File: config.mk
export PLATFORM = sky130hd
export DESIGN_NAME = sram_arbiter
export DESIGN_NICKNAME = d
export VERILOG_FILES = /design/src/rtl/sram_arbiter_pkg.sv /design/src/rtl/sram_arb_grant.sv /design/src/rtl/sram_arbiter.sv
export SDC_FILE = /design/constraint.sdc
export NUM_CORES = 1
export LEC_CHECK = 0
export BUFFER_PORTS_ARGS = -buffer_cell sky130_fd_sc_hd__clkbuf_2
export CAP_MARGIN = 25
export CELL_PAD_IN_SITES_DETAIL_PLACEMENT = 1
export CELL_PAD_IN_SITES_GLOBAL_PLACEMENT = 1
export CORE_AREA = 2 2 142 144
export DETAILED_ROUTE_END_ITERATION = 8
export DIE_AREA = 0 0 144 146
export MAX_ROUTING_LAYER = met4
export PLACE_DENSITY = 0.63
export SYNTH_ARGS = -nofsm -noshare
export SYNTH_HDL_FRONTEND = slang
export SYNTH_SLANG_ARGS = --single-unit
File: constraint.sdc
create_clock -name clk -period 1.8 [get_ports clk]
set_input_delay 0.18 -clock clk [delete_from_list [all_inputs] [get_ports clk]]
set_output_delay 0.18 -clock clk [all_outputs]
set_load 0.05 [all_outputs]
File: src/rtl/sram_arbiter_pkg.sv
// Shared types for the SRAM arbiter: port IDs, FSM states and defaults.
package sram_arbiter_pkg;

    typedef enum logic [1:0] {
        PORT_NONE = 2'd0,
        PORT_I    = 2'd1,
        PORT_D    = 2'd2,
        PORT_X    = 2'd3
    } port_e;

    typedef enum logic {
        ST_ARB    = 1'b0,
        ST_LOCKED = 1'b1
    } state_e;

    localparam int unsigned STARVE_MAX_DEF = 4;

    // Bit positions inside the request/grant vectors.
    localparam int unsigned GNT_I = 0;
    localparam int unsigned GNT_D = 1;
    localparam int unsigned GNT_X = 2;

endpackage

File: src/rtl/sram_arb_grant.sv
// Combinational priority grant: x > d > i, with i promoted over d when starved.
module sram_arb_grant
    import sram_arbiter_pkg::*;
(
    input  logic [2:0] req,
    input  state_e     state,
    input  logic       starve,
    output logic [2:0] gnt
);

    always_comb begin
        gnt = '0;
        if (state == ST_LOCKED) begin
            gnt[GNT_X] = req[GNT_X];
        end else if (req[GNT_X]) begin
            gnt[GNT_X] = 1'b1;
        end else if (req[GNT_I] && starve) begin
            gnt[GNT_I] = 1'b1;
        end else if (req[GNT_D]) begin
            gnt[GNT_D] = 1'b1;
        end else if (req[GNT_I]) begin
            gnt[GNT_I] = 1'b1;
        end
    end

endmodule

File: src/rtl/sram_arbiter.sv
// Three-port single-SRAM arbiter with fetch anti-starvation, loader bus lock
// and a one-cycle read-return pipeline.
module sram_arbiter
    import sram_arbiter_pkg::*;
#(
    parameter int unsigned ADDR_W     = 32,
    parameter int unsigned DATA_W     = 32,
    parameter int unsigned STARVE_MAX = STARVE_MAX_DEF
) (
    input  logic              clk,
    input  logic              reset,

    input  logic              i_req,
    input  logic [ADDR_W-1:0] i_addr,
    output logic              i_gnt,
    output logic              i_rvalid,
    output logic [DATA_W-1:0] i_rdata,

    input  logic              d_req,
    input  logic              d_we,
    input  logic [ADDR_W-1:0] d_addr,
    input  logic [DATA_W-1:0] d_wdata,
    output logic              d_gnt,
    output logic              d_rvalid,
    output logic [DATA_W-1:0] d_rdata,

    input  logic              x_req,
    input  logic              x_lock,
    input  logic              x_we,
    input  logic [ADDR_W-1:0] x_addr,
    input  logic [DATA_W-1:0] x_wdata,
    output logic              x_gnt,
    output logic              x_rvalid,
    output logic [DATA_W-1:0] x_rdata,

    output logic              sram_en,
    output logic              sram_we,
    output logic [ADDR_W-1:0] sram_addr,
    output logic [DATA_W-1:0] sram_data_out,
    input  logic [DATA_W-1:0] sram_data_in
);

    localparam int unsigned       CW        = $clog2(STARVE_MAX + 1);
    localparam logic [CW-1:0]     CNT_MAX   = CW'(STARVE_MAX);
    localparam logic [ADDR_W-1:0] WORD_MASK = ~ADDR_W'(3);

    state_e        state, state_next, arb_state;
    logic [CW-1:0] starve_cnt, cnt_next;
    port_e         owner, owner_next;
    logic [2:0]    req, gnt;

    assign req = reset ? 3'b000 : {x_req, d_req, i_req};

    // Dropping x_lock releases the bus in the same cycle, so that cycle
    // is arbitrated with normal ARB priority.
    assign arb_state = (state == ST_LOCKED && x_lock) ? ST_LOCKED : ST_ARB;

    sram_arb_grant u_grant (
        .req    (req),
        .state  (arb_state),
        .starve (i_req && (starve_cnt == CNT_MAX)),
        .gnt    (gnt)
    );

    assign i_gnt = gnt[GNT_I];
    assign d_gnt = gnt[GNT_D];
    assign x_gnt = gnt[GNT_X];

    always_ff @(posedge clk) begin
        if (reset) begin
            state      <= ST_ARB;
            starve_cnt <= '0;
            owner      <= PORT_NONE;
        end else begin
            state      <= state_next;
            starve_cnt <= cnt_next;
            owner      <= owner_next;
        end
    end

    always_comb begin
        state_next = arb_state;
        if (arb_state == ST_ARB && gnt[GNT_X] && x_lock)
            state_next = ST_LOCKED;
    end

    always_comb begin
        cnt_next = starve_cnt;
        if (arb_state == ST_ARB) begin
            if (gnt[GNT_I] || !i_req)
                cnt_next = '0;
            else if (gnt[GNT_D] && starve_cnt != CNT_MAX)
                cnt_next = starve_cnt + CW'(1);
        end
    end

    always_comb begin
        sram_en       = 1'b0;
        sram_we       = 1'b0;
        sram_addr     = '0;
        sram_data_out = '0;
        owner_next    = PORT_NONE;
        if (gnt[GNT_X]) begin
            sram_en       = 1'b1;
            sram_we       = x_we;
            sram_addr     = x_addr & WORD_MASK;
            sram_data_out = x_wdata;
            owner_next    = x_we ? PORT_NONE : PORT_X;
        end else if (gnt[GNT_D]) begin
            sram_en       = 1'b1;
            sram_we       = d_we;
            sram_addr     = d_addr & WORD_MASK;
            sram_data_out = d_wdata;
            owner_next    = d_we ? PORT_NONE : PORT_D;
        end else if (gnt[GNT_I]) begin
            sram_en    = 1'b1;
            sram_addr  = i_addr & WORD_MASK;
            owner_next = PORT_I;
        end
    end

    assign i_rvalid = !reset && (owner == PORT_I);
    assign d_rvalid = !reset && (owner == PORT_D);
    assign x_rvalid = !reset && (owner == PORT_X);
    assign i_rdata  = i_rvalid ? sram_data_in : '0;
    assign d_rdata  = d_rvalid ? sram_data_in : '0;
    assign x_rdata  = x_rvalid ? sram_data_in : '0;

endmodule

==> metrics.md <==
| Metric | Value |
|---|---|
| Post-cts hold buffer count | 0 |
| Reg2Reg Depth | 10 |
| PD cells | 350 mW/mm^2 |
| Remaining global-route overflow | 0 |
| Hold worst-path end | starve_cnt[0] |
| Worst-path cell chain | inv_2 > ha_4 > buf_4 > a21boi_4 > buf_12 > clkbuf_16 > o22ai_1 > a22o_1 > buf_8 |
| Static Leak | 3.10 nW |
| Core area | 0.0193 sq mm |
| DRC | 0 |
| Cell Area, Placed | 0.00519 sq mm |
| Global routing's busiest layer | met2 |
| Async S/R FF share, synth | 0% |
| Final Hold Viols | 0 |
| Layout Utilization | 31.4% |
| I/O Buffers | 359 |
| Worst path bufs/invs | 5 |
| Hold Crit Depth | 2 |
| Worst reg2reg path endpoint | starve_cnt[2] |
| Critical path capture point type | output port |
| Root Driver | clkbuf_16 |
| Syn. warnings | 0 |
| Maximum fanout along the worst path | 5 |
| Netlist cell types | 31 |
| Register bit count reported by yosys | 6 |
| Met1 Resource Use GR | 17.7% |
| Hold slack | 225 ps |
| Fillers | 2,347 |
| RSZ-0062 raised after global routing | yes |
| Routed Antenna Nets | 0 |
| Most frequently used flop master after synthesis | dfxtp_1 |
| Placer Congestion | 0.744 |
| Total track usage | 14.8% |
| Total wire length | 16,300 um |
| Clock Tree Buf Depth | 2 |
| CTS Sinks | 6 |
| Hold_sp | reset |
| R2r setup slk | 60 ps |
| Met2 Usage GRT | 26.7% |
| Die height | 146 um |
| Final worst path period need | 1970 ps |
| Row count | 51 |
| Worst setup margin | -172 ps |
| Worst-path clk slew | 30 ps |
| Critical path data required time | 1620 ps |
| Vias in the first global route | 4,053 |
| Die area | 0.0210 sq mm |
| Fmax | 507 MHz |
| Critical path type | reg -> out |
| MaxCap Viol Count | 0 |
| Maximum vdd drop | 244 uV |
| CTS tree | yes |
| Slowest CP cell | dfxtp_2 |
| Starting Density | 11.1% |
| Final #Nets | 894 |
| Largest stage delay on the critical path | 320 ps |
| Number of synthesized flops with an enable pin | 0 |
| First-pass GRT wire length | 23,700 um |
| Pin count of the biggest net entering global routing | 37 |
| CTS Buf Count | 3 |
| Setup WS pre-CTS | -31.2 ps |
| CP Launch Type | flip-flop |
| First DRT Iteration DRCs | 106 |
| Mapped cell area | 0.00215 sq mm |
| Fin crit share | 110% |
| Crit path DAT | 1790 ps |
| Max-slew violations | 0 |
| Detailed Routing Iterations Pass 1 | 4 |
| Routed vias/inst | 4.16 |
| Skew final | 0.752 ps |
| Failing checks | setup timing |
| Final total power | 2.13 mW |
| Synth Instances | 332 |
| Seq/Total Area, Yosys | 5.58% |
| Status | finished, violations left |
| Commonest non-fill, non-tap cell in the layout | clkbuf_2 |
| H-tree level count | 1 |
| Die width | 144 um |
| Hpwl dp | 12,600 um |
| IO Count | 368 |
| Family with the most delay on the worst path | buffers and inverters |
| Grt met3 use | 2.99% |
| # diodes | 0 |
| Wire per inst | 17.1 um |
| Final Cell Area | 0.00607 sq mm |
| Initial antenna violation count | 0 |
| Synthesis-to-finish area growth | 182% |
| Worst skew pair latency | 230 ps |
| Syn Area/Cell | 6.48 sq um |
| Hold WC Path Type | in -> reg |
| RR Startpoint | starve_cnt[0] |
| Vias | 3,969 |
| Final Setup Violations | 65 |
| Layout cells sized above 1 | 64.1% |
| Commonest cells after routing, fill and taps aside | clkbuf_2, and2_1, nand2_1 |
==> cells by family after synthesis <==
kind of cell	Yosys count	share of synthesized area (%)
AO/OA/AOI/OAI	106	38.9
adder cells (fa/ha/maj)	2	1.16
buffers and inverters	44	10.4
flip-flops	6	5.58
other	1	0.174
AND/OR/NAND/NOR	173	43.9
==> through the flow <==
stage	cells	setup TNS (ps)
2_1_floorplan	333	-87.7
3_3_place_gp	943	-43.9
3_5_place_dp	943	-302
4_1_cts	955	-8140
5_1_grt	955	-11390
6_report	955	-7990
==> sequential cells by signal, indices dropped and copies added (netlist names) <==
signal	count
owner	2
starve_cnt	3
state	1
==> worst max path at each step <==
| stage | startpoint | to | slack (ps) | depth (start not counted) |
|---|---|---|---|---|
| after floorplan | starve_cnt[0] | sram_data_out[22] | -90 | 7 |
| after global placement | starve_cnt[0] | sram_addr[30] | -20 | 7 |
| after detailed placement | starve_cnt[1] | sram_data_out[13] | -30 | 7 |
| after CTS | starve_cnt[0] | sram_data_out[24] | -180 | 9 |
| after global routing | starve_cnt[1] | sram_addr[15] | -210 | 9 |
| final | starve_cnt[0] | sram_addr[12] | -170 | 9 |
==> final cells by class <==
cell class / instances / area [sq um] / area share [%]
sequential: 6 / 123 / 2.02
inverter: 5 / 18.8 / 0.309
tap: 265 / 332 / 5.46
clock buffer: 3 / 75.1 / 1.24
timing repair buffer: 393 / 3470 / 57.1
multi-input combinational: 283 / 2060 / 33.9
==> repair_timing <==
item                                    in CTS  in global routing
gates cloned                                 3                  1
pin swaps                                    6                 26
setup buffers                                6                  3
resized for setup                          131                 48
endpoints found under the hold margin        0                  0
endpoints found under the setup margin      65                 65
==> synthesized netlist by cell type (all sizes together) (2+ instances only) <==
cell	count	area share (%)
a211oi	3	1.0
a22o	64	26
and2	96	28
buf	18	5.8
clkbuf	21	3.7
dfxtp	6	5.6
ha	2	1.2
inv	5	0.87
nand2	60	10
nand2b	3	0.87
nand3b	2	0.70
nor2	4	0.70
nor3b	4	1.9
o21ai	2	0.47
o22ai	31	9.0
==> worst reg2reg max path, stage by stage (launching register included) <==
cell and delay [ps]:
dfxtp_2 320, inv_2 50, ha_4 150, buf_4 130
a21boi_4 220, buf_12 140, clkbuf_16 130, buf_4 100
buf_4 100, nand3_1 90, o32ai_1 220
==> layer usage <==
metal	vias up	part of all wire, %
met4	0	0.14
met5	-	0
met3	4	8.2
met1	1849	40
li1	1897	-
met2	219	52
==> power by group <==
part	internal (mW)	switching [mW]
clock	0.285	0.0731
combinational	0.712	0.914
sequential	0.139	0.00309
Power figures use the tool's default switching activity.
